`config.mk`:
```
export PLATFORM = sky130hd
export DESIGN_NAME = pipelined_control_unit
export DESIGN_NICKNAME = d
export VERILOG_FILES = /design/src/rtl/ctrl_pkg.sv /design/src/rtl/pipelined_control_unit_decoder.sv /design/src/rtl/pipelined_control_unit.sv
export SDC_FILE = /design/constraint.sdc
export NUM_CORES = 1
export LEC_CHECK = 0
export BUFFER_PORTS_ARGS = -buffer_cell sky130_fd_sc_hd__buf_2
export CORE_ASPECT_RATIO = 0.5
export CORE_MARGIN = 5
export CORE_UTILIZATION = 51
export DETAILED_ROUTE_END_ITERATION = 6
export PLACE_DENSITY = 0.8
export SKIP_LAST_GASP = 1
export SLEW_MARGIN = 10
export SYNTH_ARGS = -nofsm -noshare
export SYNTH_HDL_FRONTEND = slang
export SYNTH_SLANG_ARGS = --single-unit
```
`constraint.sdc`:
```
create_clock -name clk -period 2.35 [get_ports clk]
set_clock_uncertainty 0.1 [all_clocks]
set_input_delay 0.1175 -clock clk [delete_from_list [all_inputs] [get_ports clk]]
set_output_delay 0.1175 -clock clk [all_outputs]
set_load 0.01 [all_outputs]
```
`src/rtl/ctrl_pkg.sv`:
```
// ctrl_pkg: shared opcodes, ALU codes, field encodings and the ID/EX control bundle
package ctrl_pkg;
  localparam logic [6:0] OP_LOAD = 7'd3, OP_IMM = 7'd19, OP_AUIPC = 7'd23, OP_STORE = 7'd35, OP_REG = 7'd51;
  localparam logic [6:0] OP_LUI = 7'd55, OP_BRANCH = 7'd99, OP_JALR = 7'd103, OP_JAL = 7'd111;
  localparam logic [6:0] F7_BASE = 7'b0000000, F7_ALT = 7'b0100000, F7_MULDIV = 7'b0000001;
  localparam logic [4:0] ALU_ADD = 5'b00000, ALU_SUB = 5'b00001, ALU_AND = 5'b00010, ALU_XOR = 5'b00011;
  localparam logic [4:0] ALU_OR = 5'b00100, ALU_BEQ = 5'b00101, ALU_BGEU = 5'b00110, ALU_SLTU = 5'b00111;
  localparam logic [4:0] ALU_BNE = 5'b01000, ALU_MUL = 5'b01001, ALU_SLL = 5'b01010, ALU_SRL = 5'b01011;
  localparam logic [4:0] ALU_SRA = 5'b01100, ALU_BGE = 5'b01101, ALU_SLT = 5'b01110, ALU_MULHU = 5'b01111;
  localparam logic [4:0] ALU_DIVU = 5'b10000, ALU_REMU = 5'b10001;
  localparam logic [2:0] RS_ALU = 3'b000, RS_MEM = 3'b001, RS_PC4 = 3'b010, RS_IMM = 3'b011, RS_PCIMM = 3'b100;
  localparam logic [2:0] IMM_I = 3'b000, IMM_S = 3'b001, IMM_B = 3'b010, IMM_U = 3'b011, IMM_J = 3'b100;
  localparam logic [1:0] MS_BYTE = 2'b00, MS_HALF = 2'b01, MS_WORD = 2'b10;
  typedef enum logic {RUN, DIV_WAIT} state_t;
  typedef struct packed {
    logic       valid;
    logic [2:0] result_src;
    logic       mem_write;
    logic [1:0] mem_size;
    logic       mem_unsigned;
    logic [4:0] alu_control;
    logic       alu_src;
    logic [2:0] imm_src;
    logic       jalr_ctrl;
    logic       reg_write;
    logic       branch;
    logic       jump;
    logic       illegal;
  } ctrl_bundle_t;
  function automatic logic [4:0] base_alu(input logic [2:0] f3, input logic alt);
    case (f3)
      3'b000: return alt ? ALU_SUB : ALU_ADD;
      3'b001: return ALU_SLL;
      3'b010: return ALU_SLT;
      3'b011: return ALU_SLTU;
      3'b100: return ALU_XOR;
      3'b101: return alt ? ALU_SRA : ALU_SRL;
      3'b110: return ALU_OR;
      default: return ALU_AND;
    endcase
  endfunction
  function automatic logic [4:0] branch_alu(input logic [2:0] f3);
    case (f3)
      3'b000: return ALU_BEQ;
      3'b001: return ALU_BNE;
      3'b100: return ALU_SLT;
      3'b101: return ALU_BGE;
      3'b110: return ALU_SLTU;
      default: return ALU_BGEU;
    endcase
  endfunction
  function automatic logic [4:0] muldiv_alu(input logic [2:0] f3);
    case (f3)
      3'b000: return ALU_MUL;
      3'b011: return ALU_MULHU;
      3'b101: return ALU_DIVU;
      default: return ALU_REMU;
    endcase
  endfunction
endpackage

```
`src/rtl/pipelined_control_unit_decoder.sv`:
```
// ctrl_decoder: combinational RV32I+M subset decode of one instruction word into a control bundle
module ctrl_decoder
  import ctrl_pkg::*;
#(
  parameter bit ENABLE_M       = 1'b1,
  parameter bit ENABLE_SUBWORD = 1'b1
) (
  input  logic [31:0]  instr,
  output ctrl_bundle_t ctrl,
  output logic         illegal,
  output logic         is_div
);
  logic [6:0] op, f7;
  logic [2:0] f3;
  logic bad, div, unused_bits;
  ctrl_bundle_t c;
  assign op = instr[6:0];
  assign f3 = instr[14:12];
  assign f7 = instr[31:25];
  assign unused_bits = ^{instr[24:15], instr[11:7]};
  always_comb begin
    c = '0;
    c.valid = 1'b1;
    bad = 1'b0;
    div = 1'b0;
    case (op)
      OP_LOAD: begin
        c.result_src = RS_MEM;
        c.mem_size = f3[1:0];
        c.mem_unsigned = f3[2];
        c.alu_src = 1'b1;
        c.reg_write = 1'b1;
        bad = f3[1:0] == 2'b11 || (f3[2] && f3[1]) || (!ENABLE_SUBWORD && f3 != 3'b010);
      end
      OP_STORE: begin
        c.mem_write = 1'b1;
        c.mem_size = f3[1:0];
        c.alu_src = 1'b1;
        c.imm_src = IMM_S;
        bad = f3[2] || f3[1:0] == 2'b11 || (!ENABLE_SUBWORD && f3 != 3'b010);
      end
      OP_IMM: begin
        c.alu_control = base_alu(f3, f3 == 3'b101 && f7 == F7_ALT);
        c.alu_src = 1'b1;
        c.reg_write = 1'b1;
        bad = (f3 == 3'b001 && f7 != F7_BASE) || (f3 == 3'b101 && f7 != F7_BASE && f7 != F7_ALT);
      end
      OP_REG: begin
        c.reg_write = 1'b1;
        if (f7 == F7_MULDIV) begin
          c.alu_control = muldiv_alu(f3);
          div = f3 == 3'b101 || f3 == 3'b111;
          bad = !ENABLE_M || !(f3 == 3'b000 || f3 == 3'b011 || div);
        end else begin
          c.alu_control = base_alu(f3, f7 == F7_ALT);
          bad = !(f7 == F7_BASE || (f7 == F7_ALT && (f3 == 3'b000 || f3 == 3'b101)));
        end
      end
      OP_LUI: begin
        c.result_src = RS_IMM;
        c.imm_src = IMM_U;
        c.reg_write = 1'b1;
      end
      OP_AUIPC: begin
        c.result_src = RS_PCIMM;
        c.imm_src = IMM_U;
        c.reg_write = 1'b1;
      end
      OP_BRANCH: begin
        c.branch = 1'b1;
        c.imm_src = IMM_B;
        c.alu_control = branch_alu(f3);
        bad = f3[2:1] == 2'b01;
      end
      OP_JAL: begin
        c.jump = 1'b1;
        c.result_src = RS_PC4;
        c.imm_src = IMM_J;
        c.reg_write = 1'b1;
      end
      OP_JALR: begin
        c.jump = 1'b1;
        c.jalr_ctrl = 1'b1;
        c.result_src = RS_PC4;
        c.alu_src = 1'b1;
        c.reg_write = 1'b1;
        bad = f3 != 3'b000;
      end
      default: bad = 1'b1;
    endcase
    if (bad) begin
      c = '0;
      c.valid = 1'b1;
      c.illegal = 1'b1;
    end
  end
  assign ctrl = c;
  assign illegal = bad;
  assign is_div = div && !bad;
endmodule

```
`src/rtl/pipelined_control_unit.sv`:
```
// pipelined_control_unit: decode stage with registered ID/EX control bank and divide hold FSM
module pipelined_control_unit
  import ctrl_pkg::*;
#(
  parameter int ALU_CTRL_W     = 5,
  parameter int DIV_LATENCY    = 32,
  parameter bit ENABLE_M       = 1'b1,
  parameter bit ENABLE_SUBWORD = 1'b1
) (
  input  logic                  clk,
  input  logic                  rst_n,
  input  logic                  instr_valid_i,
  input  logic [31:0]           instr_i,
  input  logic                  stall_i,
  input  logic                  flush_i,
  output logic                  ex_valid_o,
  output logic [2:0]            result_src_o,
  output logic                  mem_write_o,
  output logic [1:0]            mem_size_o,
  output logic                  mem_unsigned_o,
  output logic [ALU_CTRL_W-1:0] alu_control_o,
  output logic                  alu_src_o,
  output logic [2:0]            imm_src_o,
  output logic                  jalr_ctrl_o,
  output logic                  reg_write_o,
  output logic                  branch_o,
  output logic                  jump_o,
  output logic                  illegal_o,
  output logic                  mdu_busy_o,
  output logic                  decode_stall_o
);
  localparam int CW = $clog2(DIV_LATENCY + 1);
  state_t state, state_n;
  logic [CW-1:0] cnt, cnt_n;
  ctrl_bundle_t bank, bank_n, dec;
  logic dec_illegal, dec_div;
  ctrl_decoder #(.ENABLE_M(ENABLE_M), .ENABLE_SUBWORD(ENABLE_SUBWORD)) u_dec (
    .instr(instr_i), .ctrl(dec), .illegal(dec_illegal), .is_div(dec_div)
  );
  always_comb begin
    state_n = state;
    cnt_n = cnt;
    bank_n = bank;
    if (flush_i) begin
      bank_n = '0;
      state_n = RUN;
      cnt_n = '0;
    end else if (state == DIV_WAIT) begin
      cnt_n = cnt - 1'b1;
      state_n = cnt == CW'(1) ? RUN : DIV_WAIT;
    end else if (stall_i) begin
      bank_n = '0;
    end else begin
      bank_n = instr_valid_i ? dec : '0;
      if (instr_valid_i && dec_div && DIV_LATENCY > 1) begin
        state_n = DIV_WAIT;
        cnt_n = CW'(DIV_LATENCY - 1);
      end
    end
  end
  always_ff @(posedge clk) begin
    if (!rst_n) begin
      state <= RUN;
      cnt <= '0;
      bank <= '0;
    end else begin
      state <= state_n;
      cnt <= cnt_n;
      bank <= bank_n;
    end
  end
  assign ex_valid_o = bank.valid;
  assign result_src_o = bank.result_src;
  assign mem_write_o = bank.mem_write;
  assign mem_size_o = bank.mem_size;
  assign mem_unsigned_o = bank.mem_unsigned;
  assign alu_control_o = ALU_CTRL_W'(bank.alu_control);
  assign alu_src_o = bank.alu_src;
  assign imm_src_o = bank.imm_src;
  assign jalr_ctrl_o = bank.jalr_ctrl;
  assign reg_write_o = bank.reg_write;
  assign branch_o = bank.branch;
  assign jump_o = bank.jump;
  assign illegal_o = bank.illegal;
  assign mdu_busy_o = state == DIV_WAIT;
  assign decode_stall_o = stall_i || state == DIV_WAIT;
endmodule
```
Word level (Yosys, flattened, before mapping). Cells that the tools add are included.

Input port bits: 37. Output and inout bits: 24. Flip-flop bits (word level): 29.

$add $sub $neg: 1. Reduce and logical (&&, ||, !) cells: 33. Equality and inequality tests: 23. Bitwise operators: 1. Muxes and demuxes: 34.

Operator list (count): case mux 5 bit (7 select lines) (2); 2-to-1 mux 22 bit (2); case mux 5 bit (3 select lines) (2); equality test 7 x 6 -> 1 bit, second input constant (4); case mux 3 bit (4 select lines) (2); equality test 7 bit, second input constant (3); 2-to-1 mux 21 bit (1); case mux 4 bit (5 select lines) (1); 2-to-1 mux 6 bit (3); 2-to-1 mux 1 bit (16); equality test 7 x 5 -> 1 bit, second input constant (2); equality test 3 bit, second input constant (4); logical OR 1 bit (9); logical AND 1 bit (8); OR reduction 2 bit (4); equality test 7 x 1 -> 1 bit, second input constant (1); equality test 7 x 2 -> 1 bit, second input constant (1); zero test 7 bit (1); inequality test 7 x 6 -> 1 bit, second input constant (1); case mux 1 bit (7 select lines) (1); nonzero test 7 bit (1); OR reduction 7 bit (1); equality test 3 x 2 -> 1 bit, second input constant (2); equality test 6 x 1 -> 1 bit, second input constant (1); other kinds (16) (19).

Depth between registers and ports, before layout.
Depth in word-level cells: 13. Mapped depth: 9.

By module. From an unflattened synthesis, not the netlist that was laid out.

Cell total of the unflattened synthesis: 250. Area total of the unflattened synthesis: 1948.1 µm².

By module, submodules not included: pipelined_control_unit (area each 1076.0 µm², times used 1, cells an instance 110); ctrl_decoder (area each 872.1 µm², times used 1, cells an instance 140).

Worst setup path before layout. Ideal clock, no wire load.

Path kind: input to register. From: in instr_i[28]. To: reg bank (netlist bit mem_unsigned_o). Slack: 0.429 ns. Arrival: 1.754 ns. Library setup time: 0.067 ns. Stages on the path: 7. Cell sequence: or4_4 > a2111oi_2 > nor4_2 > nor4b_4 > nand3_2 > buf_6 > o21ai_2.

Longest elaborated chain between the ends: 9. Elaborated cells on any way between the ends: 17. Classes of those cells: eq/ne (3); mux (5); reduce/logical (9).

RTL lines: start: declaration (RTL line pipelined_control_unit.sv:13) `input logic [31:0] instr_i,`; equality test 7 x 6 -> 1 bit (RTL line pipelined_control_unit_decoder.sv:56) `bad = !(f7 == F7_BASE || (f7 == F7_ALT && (f3 == 3'b000 || f3 == 3'b101)));`; logical AND 1 bit (RTL line pipelined_control_unit_decoder.sv:56); logical OR 1 bit (RTL line pipelined_control_unit_decoder.sv:56); zero test 1 bit (RTL line pipelined_control_unit_decoder.sv:56); 2-to-1 mux 1 bit (RTL line pipelined_control_unit_decoder.sv:50) `if (f7 == F7_MULDIV) begin`; case mux 1 bit (7 select lines) * (RTL line pipelined_control_unit_decoder.sv:26) `case (op)`; 2-to-1 mux 21 bit * (RTL line pipelined_control_unit_decoder.sv:91) `if (bad) begin`; 2-to-1 mux 22 bit * (RTL line pipelined_control_unit.sv:54) `bank_n = instr_valid_i ? dec : '0;`; 2-to-1 mux 22 bit * (RTL line pipelined_control_unit.sv:51) `end else if (stall_i) begin`; end signal: assignment (RTL line pipelined_control_unit.sv:69) `bank <= bank_n;`; end: declaration (RTL line pipelined_control_unit.sv:35) `ctrl_bundle_t bank, bank_n, dec;`.

Mark *: on every way between the ends. The rest lies on a longest branch, timed or not. A chain may end at the register's enable or synchronous reset.

Worst setup path after layout.
From: in instr_i[2]. To: reg bank (netlist bit reg_write_o).

Longest elaborated chain between the ends: 6. Elaborated cells on any way between the ends: 16. Classes of those cells: eq/ne (9); mux (5); reduce/logical (2).

RTL lines (RTL line): equality test 7 x 6 -> 1 bit, or another cell as far along (pipelined_control_unit_decoder.sv:26); OR reduction 3 bit (no line) / OR reduction 7 bit (equally long branches); case mux 1 bit (7 select lines) / 2-to-1 mux 1 bit (equally long branches) (pipelined_control_unit_decoder.sv:26); 2-to-1 mux 21 bit * (pipelined_control_unit_decoder.sv:91); 2-to-1 mux 22 bit * (pipelined_control_unit.sv:54); 2-to-1 mux 22 bit * (pipelined_control_unit.sv:51).

Marked as above.

==> impl_results.md <==
* Pint at 745 uW
* Hold buffers post-CTS at 0
* Vias in the first global route at 1796
* Pre-CTS setup slack at 0.126 ns
* CP peak stage delay at 0.62 ns
* Drt first-iter violations at 96
* Via-per-instance ratio at 5.86
* Post-CTS Setup Bufs at 0
* Worst-margin pin slew at 0.678 ns
* Die X at 95.7 um
* Crit path launch type: input pin
* Placer Congestion at 0.967
* Final Slew Violations at 0
* Total Wirelength at 5.06 mm
* Slew HR at 54.2%
* Cells after synthesis at 238
* I/O pins at 61
* Pre-Repair DR Iteration Count at 4
* CP Cell Sequence: buf_2 > nor4bb_1 > nand2_1 > nor4_2 > nor4b_4 > nand3_2 > buf_4 > o21ai_2
* GRT Util Overall at 21.5%
* Die height at 52.8 um
* EDFF count, synth at 0
* Yosys cell types at 55
* Post-synthesis sequential area ratio at 31.0%
* DRC viols at 0
* CTS tree: built
* DR vias at 1956
* Post_cts resized at 0
* Status: complete, no violations
* Clock power share at approximately two fifths
* GR Layer Usage met2 at 35.2%
* Initial antenna violation count at 0
* Reg clk slew, reported paths at 0.06 ns
* Predominant post-synthesis flop cell: dfxtp_1
* Num CTS Buffers at 5
* Post-route setup TNS at 0 ns
* CP bufs+invs at 2
* Final Hold Vio Count at 0
* Switching Power at 278 uW
* Post-DRT Antenna Nets at 0
* Logic pwr share at 12.9%
* DP HPWL at 3.74 mm
* Largest net degree at the start of global routing at 26
* Sink Count at 29
* Final net count at 321
* Critical path type: in2reg
* Seq pwr share at approximately half
* DIE AREA at 0.00506 mm^2
* Post-synthesis register bit count at 29
* Crit path max-delay cell type: nor4bb_1
* Max-cap violations at 0
* N_diodes at 0
* Synth warn at 0
* RSZ-0062 raised after global routing: no
* Area Overhead vs Synth at 19.4%
* Clock Latency Late Sink at about 0.28 ns
* Final setup vio count at 0
* Syn_nets at 277
* H-tree depth at 2
* Maximum VDD drop at between 0.3 and 0.4 mV
* Grt peak-use layer: met2
* Power Total at slightly above 1000 uW
* Synthesized area at 0.00187 mm^2
* Core Footprint at 0.00349 mm^2
* Worst EP arrival at 2.01 ns
* Avg Inst Size Synth at 7.86 um^2
* Global Route met3 Usage at between 5 and 6%
* Crit path required time at 2.42 ns
* Clock Tree Root: clkbuf_8
* WL/cell at 15.2 um
* Maximum clock rate at 0.516 GHz
* Delay-heaviest family, CP: simple AND/OR/NAND/NOR gates
* Pleak at 0.000864 uW
* Final core utilization at 64.0%
* Total grt overflow at 0
* Ys async rst share at 0%
* Maximum net fanout on the critical path at 10
* Final worst slack at 0.412 ns
* Global-route wire length before repair at 8.31 mm
* Switching Share at 27.2%
* Initial Util at 53.6%
* Rows at 15
* Pwr dens at 458 mW/mm^2
* Met1 GRT Util at between 20% and 30%
* Worst Hold Slack at 0.0839 ns
* Clk buf depth at 2
* Commonest non-fill, non-tap cells in the layout: buf_2, dfxtp_1, nand2_1
* Commonest non-fill, non-tap cell in the layout: buf_2
* Share of cells above drive strength 1 at 29.3%
* Buffers on Ports at 45
* CP endpoint kind: register
* Tmin final at roughly 1.9 ns
* Hold WC Path Type: in2reg
* Final Cycle Share at 82.5%
## area by class of cell
type	instances	area (um^2)
fill	332	1260
multi-input combinational	188	1200
sequential	29	581
timing repair buffer	52	278
clock buffer	5	68.8
tap	51	63.8
inverter	6	22.5
clock inverter	3	17.5
## power by group through the flow
| stage | Combinational [uW] | Clock (uW) | Sequential (uW) |
|---|---|---|---|
| 6_report | 132 | 398 | 493 |
| 5_1_grt | 143 | 441 | 492 |
| 4_1_cts | 129 | 403 | 493 |
| 3_5_place_dp | 127 | 0 | 504 |
| 3_3_place_gp | 122 | 0 | 504 |
| 2_1_floorplan | 78.3 | 0 | 504 |
## cells in the mapped netlist (all sizes together), types with 4 or more instances
cell    number  share of area, %
a21oi       14               3.7
a22oi        5               2.0
and2         4               1.3
clkbuf      12               2.4
dfxtp       29                31
inv          6               1.2
nand2       26               5.2
nand2b       7               2.3
nand3       12               3.5
nor2        17               3.4
nor2b        9               3.0
nor3        14               4.0
nor3b        5               2.0
o21ai       22               7.9
## routing by layer
layer	share of wire (%)	vias up
li1	-	958
met1	43	913
met2	47	72
met3	7.6	13
met4	1.5	0
met5	0	-
## kinds of logic after synthesis
logic type	after synthesis	share of synthesized area (%)
adders and majority gates	2	1.34
xor gates and xnor gates	2	0.936
AOI/OAI and AO/OA	66	25.3
and+or+nand+nor	116	35.6
buffers and inverters	21	4.68
DFF	29	31.0
muxes	2	1.20
## state kept, by name, indices dropped and copies added, names as in the netlist
signal and count:
imm_src_o 3, mem_unsigned_o 1, alu_src_o 1, branch_o 1, cnt 6, mem_size_o 2, ex_valid_o 1, alu_control_o 5
jump_o 1, mem_write_o 1, result_src_o 3, illegal_o 1, jalr_ctrl_o 1, reg_write_o 1, mdu_busy_o 1
## through the flow
stage          instance area, um^2  cells
4_1_cts                       2230    334
2_1_floorplan                 1870    238
3_3_place_gp                  2150    326
3_5_place_dp                  2150    326
6_report                      2230    334
5_1_grt                       2230    334
## worst paths after layout
check	endpoint	from	depth (start not counted)	slack, ns
max	reg_write_o$_SDFFE_PP0N_	instr_i[2]	8	0.41
min	jalr_ctrl_o$_SDFFE_PP0N_	instr_i[2]	3	0.08
max reg2reg	cnt[4]$_SDFFE_PP0P_	cnt[0]$_SDFFE_PP0P_	6	0.85
min reg2reg	mem_size_o[1]$_SDFFE_PP0N_	mem_size_o[1]$_SDFFE_PP0N_	2	0.35
## worst min-delay path, stage by stage
cell and delay, ns:
buf_2 0.15, nand3_1 0.10, o21ai_2 0.05
Power figures use the tool's default switching activity.
